$ cat config.mk
export PLATFORM = sky130hd
export DESIGN_NAME = ras_predictor
export DESIGN_NICKNAME = d
export VERILOG_FILES = /design/src/rtl/ras_pkg.sv /design/src/rtl/ras_stack_array.sv /design/src/rtl/ras_predictor.sv
export SDC_FILE = /design/constraint.sdc
export NUM_CORES = 2
export LEC_CHECK = 0
export ABC_CLOCK_PERIOD_IN_PS = 23100
export BUFFER_PORTS_ARGS = -buffer_cell sky130_fd_sc_hd__buf_2
export CAP_MARGIN = 10
export CORE_MARGIN = 2
export CORE_UTILIZATION = 35
export CTS_CLUSTER_SIZE = 12
export DETAILED_ROUTE_END_ITERATION = 7
export GPL_ROUTABILITY_DRIVEN = 0
export SLEW_MARGIN = 20
export SYNTH_ARGS = -nofsm -noshare
export SYNTH_HDL_FRONTEND = slang
export SYNTH_SLANG_ARGS = --single-unit
$ cat constraint.sdc
create_clock -name Clk -period 23.1 [get_ports Clk]
set_input_delay 3.465 -clock Clk [delete_from_list [all_inputs] [get_ports Clk]]
set_output_delay 3.465 -clock Clk [all_outputs]
set_load 0.1 [all_outputs]
$ cat src/rtl/ras_pkg.sv
// Shared return-address-stack definitions: sizes, entry layout and the
// count normalisation used on restore.
// Optional feature macro: RAS_RECURSION_CNT_EN (recursion merge / counted pops).
package ras_pkg;

    localparam int RAS_DEPTH   = 16;
    localparam int RAS_PTR_W   = 4;
    localparam int RAS_CNT_W   = 7;
    localparam int RAS_CNT_MAX = 127;
    localparam int RAS_ADDR_W  = 32;

    typedef logic [RAS_PTR_W-1:0]  ras_ptr_t;
    typedef logic [RAS_CNT_W-1:0]  ras_cnt_t;
    typedef logic [RAS_ADDR_W-1:0] ras_addr_t;

    typedef struct packed {
        ras_addr_t addr;
        ras_cnt_t  cnt;
    } ras_entry_t;

    // Without recursion counting an entry is either empty (0) or live (1).
    function automatic ras_cnt_t ras_norm_cnt(input ras_cnt_t c);
`ifdef RAS_RECURSION_CNT_EN
        return c;
`else
        return (c != '0) ? ras_cnt_t'(1) : ras_cnt_t'(0);
`endif
    endfunction

endpackage

$ cat src/rtl/ras_stack_array.sv
// Entry storage for the return address stack: three indexed write ports
// (port 0 has priority) and three read ports at ptr, ptr-1, ptr-2.
// The whole array clears on reset, so it is built from flops.
module ras_stack_array
    import ras_pkg::*;
(
    input  logic       clk_i,
    input  logic       rst_i,
    input  logic [2:0] we_i,
    input  ras_ptr_t   widx_i  [3],
    input  ras_entry_t wdata_i [3],
    input  ras_ptr_t   rptr_i,
    output ras_entry_t rd0_o,
    output ras_entry_t rd1_o,
    output ras_entry_t rd2_o
);

    ras_entry_t entry_q [RAS_DEPTH];
    ras_ptr_t   ptr_m1;
    ras_ptr_t   ptr_m2;

    generate
        for (genvar gi = 0; gi < RAS_DEPTH; gi++) begin : g_entry
            // Each entry takes the first write port that addresses it.
            always_ff @(posedge clk_i or posedge rst_i) begin
                if (rst_i) begin
                    entry_q[gi] <= '0;
                end else if (we_i[0] && (widx_i[0] == ras_ptr_t'(gi))) begin
                    entry_q[gi] <= wdata_i[0];
                end else if (we_i[1] && (widx_i[1] == ras_ptr_t'(gi))) begin
                    entry_q[gi] <= wdata_i[1];
                end else if (we_i[2] && (widx_i[2] == ras_ptr_t'(gi))) begin
                    entry_q[gi] <= wdata_i[2];
                end
            end
        end
    endgenerate

    // Pointer arithmetic wraps modulo the depth.
    assign ptr_m1 = rptr_i - ras_ptr_t'(1);
    assign ptr_m2 = rptr_i - ras_ptr_t'(2);

    assign rd0_o = entry_q[rptr_i];
    assign rd1_o = entry_q[ptr_m1];
    assign rd2_o = entry_q[ptr_m2];

endmodule

$ cat src/rtl/ras_predictor.sv
// Speculative return address stack: push on call, pop on return, rewind
// from a committed snapshot. Exports pointer plus top three entries.
// Optional feature macro: RAS_RECURSION_CNT_EN (recursion merge / counted pops).
module ras_predictor
    import ras_pkg::*;
(
    input  logic        Clk,
    input  logic        Rest,
    input  logic        RasStop,
    input  logic        RasPush,
    input  logic [31:0] RasPushPc,
    input  logic        RasPop,
    input  logic        UpRasReLoad,
    input  logic        UpRasAble,
    input  logic [3:0]  UpRasPtr,
    input  logic [31:0] UpRasStack1,
    input  logic [31:0] UpRasStack2,
    input  logic [31:0] UpRasStack3,
    input  logic [6:0]  UpRasStackC1,
    input  logic [6:0]  UpRasStackC2,
    input  logic [6:0]  UpRasStackC3,
    output logic [31:0] RasStackPc,
    output logic        RasStackValid,
    output logic [3:0]  RasStackPtr,
    output logic [31:0] RasStack1,
    output logic [31:0] RasStack2,
    output logic [31:0] RasStack3,
    output logic [6:0]  RsaSrackC1,
    output logic [6:0]  RsaSrackC2,
    output logic [6:0]  RsaSrackC3
);

    ras_ptr_t   ptr_q, ptr_d;
    logic [2:0] we;
    ras_ptr_t   widx  [3];
    ras_entry_t wdata [3];
    ras_entry_t top, nxt1, nxt2;
    logic       restore;

    assign restore = UpRasReLoad && UpRasAble;

    ras_stack_array u_array (
        .clk_i   (Clk),
        .rst_i   (Rest),
        .we_i    (we),
        .widx_i  (widx),
        .wdata_i (wdata),
        .rptr_i  (ptr_q),
        .rd0_o   (top),
        .rd1_o   (nxt1),
        .rd2_o   (nxt2)
    );

    // Top pointer register.
    always_ff @(posedge Clk or posedge Rest) begin
        if (Rest) begin
            ptr_q <= '0;
        end else begin
            ptr_q <= ptr_d;
        end
    end

    // Next pointer and entry writes: restore beats freeze beats push/pop.
    always_comb begin
        ptr_d = ptr_q;
        we    = 3'b000;
        for (int i = 0; i < 3; i++) begin
            widx[i]  = ptr_q;
            wdata[i] = '0;
        end

        if (restore) begin
            ptr_d    = UpRasPtr;
            we       = 3'b111;
            widx[0]  = UpRasPtr;
            widx[1]  = UpRasPtr - ras_ptr_t'(1);
            widx[2]  = UpRasPtr - ras_ptr_t'(2);
            wdata[0] = '{addr: UpRasStack1, cnt: ras_norm_cnt(UpRasStackC1)};
            wdata[1] = '{addr: UpRasStack2, cnt: ras_norm_cnt(UpRasStackC2)};
            wdata[2] = '{addr: UpRasStack3, cnt: ras_norm_cnt(UpRasStackC3)};
        end else if (!RasStop) begin
            if (RasPush && RasPop) begin
                // Return then call: replace the top in place.
                we[0]    = 1'b1;
                wdata[0] = '{addr: RasPushPc, cnt: ras_cnt_t'(1)};
            end else if (RasPush) begin
`ifdef RAS_RECURSION_CNT_EN
                if ((top.cnt != '0) && (top.addr == RasPushPc) &&
                    (top.cnt < ras_cnt_t'(RAS_CNT_MAX))) begin
                    we[0]    = 1'b1;
                    wdata[0] = '{addr: top.addr, cnt: top.cnt + ras_cnt_t'(1)};
                end else begin
                    ptr_d    = ptr_q + ras_ptr_t'(1);
                    we[0]    = 1'b1;
                    widx[0]  = ptr_q + ras_ptr_t'(1);
                    wdata[0] = '{addr: RasPushPc, cnt: ras_cnt_t'(1)};
                end
`else
                ptr_d    = ptr_q + ras_ptr_t'(1);
                we[0]    = 1'b1;
                widx[0]  = ptr_q + ras_ptr_t'(1);
                wdata[0] = '{addr: RasPushPc, cnt: ras_cnt_t'(1)};
`endif
            end else if (RasPop) begin
`ifdef RAS_RECURSION_CNT_EN
                if (top.cnt > ras_cnt_t'(1)) begin
                    we[0]    = 1'b1;
                    wdata[0] = '{addr: top.addr, cnt: top.cnt - ras_cnt_t'(1)};
                end else if (top.cnt != '0) begin
                    ptr_d    = ptr_q - ras_ptr_t'(1);
                    we[0]    = 1'b1;
                    wdata[0] = '{addr: top.addr, cnt: '0};
                end
`else
                if (top.cnt != '0) begin
                    ptr_d    = ptr_q - ras_ptr_t'(1);
                    we[0]    = 1'b1;
                    wdata[0] = '{addr: top.addr, cnt: '0};
                end
`endif
            end
        end
    end

    assign RasStackPc    = top.addr;
    assign RasStackValid = (top.cnt != '0);
    assign RasStackPtr   = ptr_q;
    assign RasStack1     = top.addr;
    assign RasStack2     = nxt1.addr;
    assign RasStack3     = nxt2.addr;
    assign RsaSrackC1    = top.cnt;
    assign RsaSrackC2    = nxt1.cnt;
    assign RsaSrackC3    = nxt2.cnt;

endmodule

# Yosys cells after proc, flatten, opt, wreduce, memory -nomap -nowiden
# Cells that the tools add are included.
[word_totals] elab_cells=252 regBits=628 inputBits=160
[op_classes] mux=85 n_eq_ne=47 n_bitwise=3 n_reduce_logical=76 add_sub_neg=5 magnitude_cmp=3
[op_table] operator="2-to-1 mux 39 bit" n=60
[op_table] operator="binary-select mux 39 bit (select 4 bit)" n=3
[op_table] operator="== test 4 bit, second input constant" n=24
[op_table] operator="2-to-1 mux 78 bit" n=1
[op_table] operator="nonzero test 3 bit" n=18
[op_table] operator="logical AND 1 bit" n=50
[op_table] operator="== test 4 x 3 -> 1 bit, second input constant" n=12
[op_table] operator="2-to-1 mux 4 bit" n=10
[op_table] operator="nonzero test 7 bit" n=4
[op_table] operator="== test 4 x 2 -> 1 bit, second input constant" n=6
[op_table] operator="greater-or-equal comparator 5 bit, second input constant" n=3
[op_table] operator="NOT 4 -> 5 bit" n=3
[op_table] operator="== test 4 x 1 -> 1 bit, second input constant" n=3
[op_table] operator="logical NOT 4 bit" n=3
[op_table] operator="2-to-1 mux 1 bit" n=9
[op_table] operator="2-to-1 mux 8 bit" n=1
[op_table] operator="subtractor 4 x 1 -> 4 bit, second input constant" n=2
[op_table] operator="subtractor 4 x 2 -> 4 bit, second input constant" n=2
[op_table] operator="adder 4 x 1 -> 4 bit, second input constant" n=1
[op_table] operator="AND reduction 4 bit" n=1
[op_table] operator="2-to-1 mux 2 bit" n=1
[op_table] operator="!= test 2 x 1 -> 1 bit, second input constant" n=1
[op_table] operator="!= test 2 bit, second input constant" n=1

# Logic depth before layout (Yosys ltp)
[logic_depth] ltp_word=13 mapped_depth=18 depth_no_buf=8

# Modules after synthesis
# Synthesis repeated with hierarchy kept, for this count alone.
[hier_totals] hier_cells=5179 area_unflattened_um2=52041.2
[modules_own_cells] module="ras_stack_array" instances=1 cells_per_inst=4891 area_each_um2=50063.0
[modules_own_cells] module="ras_predictor" instances=1 cells_per_inst=288 area_each_um2=1978.1

# Worst setup path before layout
# Ideal clock, no wire load.
[synth_timing] kind="reg2out" from="register ptr_q[0] (netlist: RasStackPtr[0])" to="output RasStack2[13]" path_buffers=10 path_stages_with_launch=15 setup_slack_ps=14542 required_ps=19635 t_arrival_ps=5093 cell_sequence="dfrtp_1 -> buf_6 -> buf_6 -> buf_6 -> buf_4 -> buf_2 -> buf_2 -> buf_2 -> buf_2 -> inv_1 -> ha_1 -> clkbuf_1 -> clkbuf_1 -> mux4_2 -> mux4_2"
[synth_via] elab_chain_len=5
[synth_lines] element="start, declared" line_no="ras_predictor.sv:33" rtl="ras_ptr_t ptr_q, ptr_d;"
[synth_lines] element="start signal, assigned" line_no="ras_predictor.sv:59" rtl="ptr_q <= ptr_d;"
[synth_lines] element="subtractor 4 x 1 -> 4 bit" line_no="ras_stack_array.sv:40" rtl="assign ptr_m1 = rptr_i - ras_ptr_t'(1);"
[synth_lines] element="NOT 4 -> 5 bit (implied by the code)" line_no="ras_stack_array.sv:44" rtl="assign rd1_o = entry_q[ptr_m1];"
[synth_lines] element="binary-select mux 39 bit (select 4 bit)" line_no="ras_stack_array.sv:44"
[synth_lines] element="2-to-1 mux 39 bit (implied by the code) (2 in series)" line_no="ras_stack_array.sv:44"
[synth_lines] element="end, declared" line_no="ras_predictor.sv:26" rtl="output logic [31:0] RasStack2,"
# Every way passes these cells. The select of a mux whose other input is x is not followed.

# Worst setup path in the final report
[layout_timing] from="register ptr_q[0] (netlist: RasStackPtr[0])" to="output RasStack2[30]"
# Same word-level chain as after synthesis.

==> reports/results.tsv <==
stage	metric	value	unit
status	status	finished clean	
placement	dp_hpwl	126800	um
setup_path	end_kind	primary output	
sta	setup_tns	0	ps
sta	finalCriticalPeriod	8521	ps
route	num_vias	41100	
setup_path	critical_path.max_stage_delay	1060	ps
synthesis	syn_inst	3954	
clocking	cts_tree	done	
route	routed_wl	210600	um
setup_path	cp_num_buf_inv	3	
route	drtPass1Iterations	6	
sta	grt_setup_unrepaired	false	
finish	area_growth	11.94	%
finish	stdcell_area	0.04675	mm2
sta	max_freq	0.1174	GHz
sta	maxSlewHeadroom	16.38	%
floorplan	fp.dieH	349.4	um
route	drt-initial-drc-count	7167	
setup_path	start_kind	flop	
clocking	clock_latency	650	ps
setup_path	critPathKind	reg2out	
floorplan	die_x	349.4	um
placement	placed_area	0.04449	mm2
clocking	cts_buffers	66	
setup_path	cpMaxStageDelayCell	dfrtp_4	
synthesis	ys.flop_type	dfrtp_1	
floorplan	die_area	0.1221	mm2
sta	setup_viol	0	
sta	worst_pin_slew	1254	ps
route	route.antenna.remaining_nets	0	
setup_path	required	19640	ps
floorplan	ios	314	
synthesis	synth_seq_cells	532	
synthesis	ys_seq_area_share	31.88	%
clocking	cts_hold_buf	0	
setup_path	cp_cell_sequence	inv_1, ha_4, buf_12, mux4_2, mux4_2, buf_2	
route	drt-wirelength-per-cell	38.02	um
finish	final_cell_mix	529 x dfrtp_1, 459 x mux4_2, 416 x o21ai_0, 385 x nand2_1, 348 x mux2i_1	
sta	period_share	36.89	%
grt	grt_pass1_vias	38670	
sta	skew	33.19	ps
floorplan	core_area	0.1182	mm2
sta	maxSlewViolCount	0	
placement	port_buffers	295	
synthesis	async_reset_ff_share	100.0	%
grt	antenna_found_initial	13	
setup_path	crit_fanout	98	
grt	grt.total_usage	33.75	%
synthesis	synth.distinct_cells	64	
clocking	ctsResizeCount	0	
clocking	clkTransAtPathRegs	60	ps
finish	num-nets-final	4115	
synthesis	syn_area	0.04176	mm2
grt	grt_pass1_wl	295100	um
synthesis	synth_edf_count	0	
route	drc	0	
setup_path	worstPathArrival	5060	ps
sta	hold_violations	0	
finish	drive_gt1_share	28.41	%
job	drv_cap	0	
grt	grt_start_max_net_pins	116	
setup_path	critPathTopFamily	buffers and inverters	
setup_path	cpMostUsedCell	mux4_2	
worst_hold_path	min_path_type	reg2reg	
clocking	cts_root_buffer	clkbuf_16	
finish	final_common_cell	dfrtp_1	
clocking	ctsLongestPathBuffers	3	
clocking	cts_htree_levels	3	
grt	grt_overflow	0	
synthesis	synth.avg_cell_area	10.56	um2
synthesis	yosysWarnings	0	
floorplan	fp-row-count	126	
route	via_per_inst	7.421	
clocking	cts_setup_buffers	0	
floorplan	start_util	35.32	%
clocking	clock-sinks	532	
[worst register-to-register path: cells and delay by family (launching register included)]
kind | cells | cell delay (ps)
AND/OR/NAND/NOR | 4 | 2260
flip-flops | 1 | 830
AO/OA/AOI/OAI | 2 | 580
adder cells (fa/ha/maj) | 1 | 270
buffers and inverters | 3 | 1960
[final cells by class]
class	count	area [um2]
Clock inverter	21	244.0
Inverter	113	431.7
Tap cell	1536	1922
Fill cell	11330	71490
Timing Repair Buffer	455	2723
Clock buffer	94	1951
Multi-Input combinational cell	2777	26130
Antenna cell	10	25.02
Sequential cell	532	13320
[final timing paths]
check                                startpoint              endpoint  slack [ps]  depth (start not counted)
min in group asynchronous                  Rest   u_array.entry_q[73]        2990                          2
max                              RasStackPtr[0]         RasStack2[30]       14580                          6
max in group asynchronous                  Rest   u_array.entry_q[56]       15770                          6
min reg2reg                u_array.entry_q[423]  u_array.entry_q[423]         580                          2
min                        u_array.entry_q[423]  u_array.entry_q[423]         580                          2
max reg2reg                      RasStackPtr[1]  u_array.entry_q[258]       16980                         10
[metrics by stage]
step                instances  utilization (%)  hold slack [ps]  worst slack (ps)
finish                   5538            39.54            575.5             14580
global route             5530            39.52            588.6             14300
CTS                      5527            39.49            571.1             14570
detailed placement       5412            37.63            562.4             15110
global placement         5411            37.61            552.1             15100
floorplan                3971                -            526.1              4768
[cells in the mapped netlist (all sizes together) (29+ instances only)]
cell / count / area, um2
dfrtp: 532 / 13310
inv: 113 / 424.2
mux2i: 348 / 3483
nand3: 29 / 150.1
a221oi: 107 / 949.7
and3: 67 / 419.2
o22ai: 221 / 1383
buf: 245 / 1404
a211oi: 157 / 1179
a22oi: 148 / 1111
nand2: 393 / 1480
nor2: 77 / 291.5
o21ai: 424 / 2122
a21oi: 29 / 148.9
mux4: 459 / 10340
o211ai: 123 / 923.4
clkbuf: 304 / 1141
nor3: 31 / 185.2
[metal layers]
layer  wire, um  track usage [%]  share of wire (%)
met5         55                0              0.026
met4      16390            21.89                7.8
met3      35220            15.76                 17
met2      85990            46.94                 41
met1      72890            41.81                 35
[cells by family (layout without fill, tap and decap cells)]
kind of cell,after synthesis,in the layout,synth area share [%]
simple gates,639,639,6.714
mux,824,824,33.56
fa+ha+maj,10,10,0.2996
other cells,1,28,0.008979
xor+xnor,10,10,0.2097
compound gates,1276,1276,20.22
buf+inv,662,683,7.109
flops,532,532,31.88
[flip-flops by register name, summed over array words and instances, names as in the netlist]
register	cells
u_array.entry_q	528
RasStackPtr	4
Power is left out: the tool's default activity adds up to more than one toggle a clock period on the data nets, which glitch-free logic cannot reach.
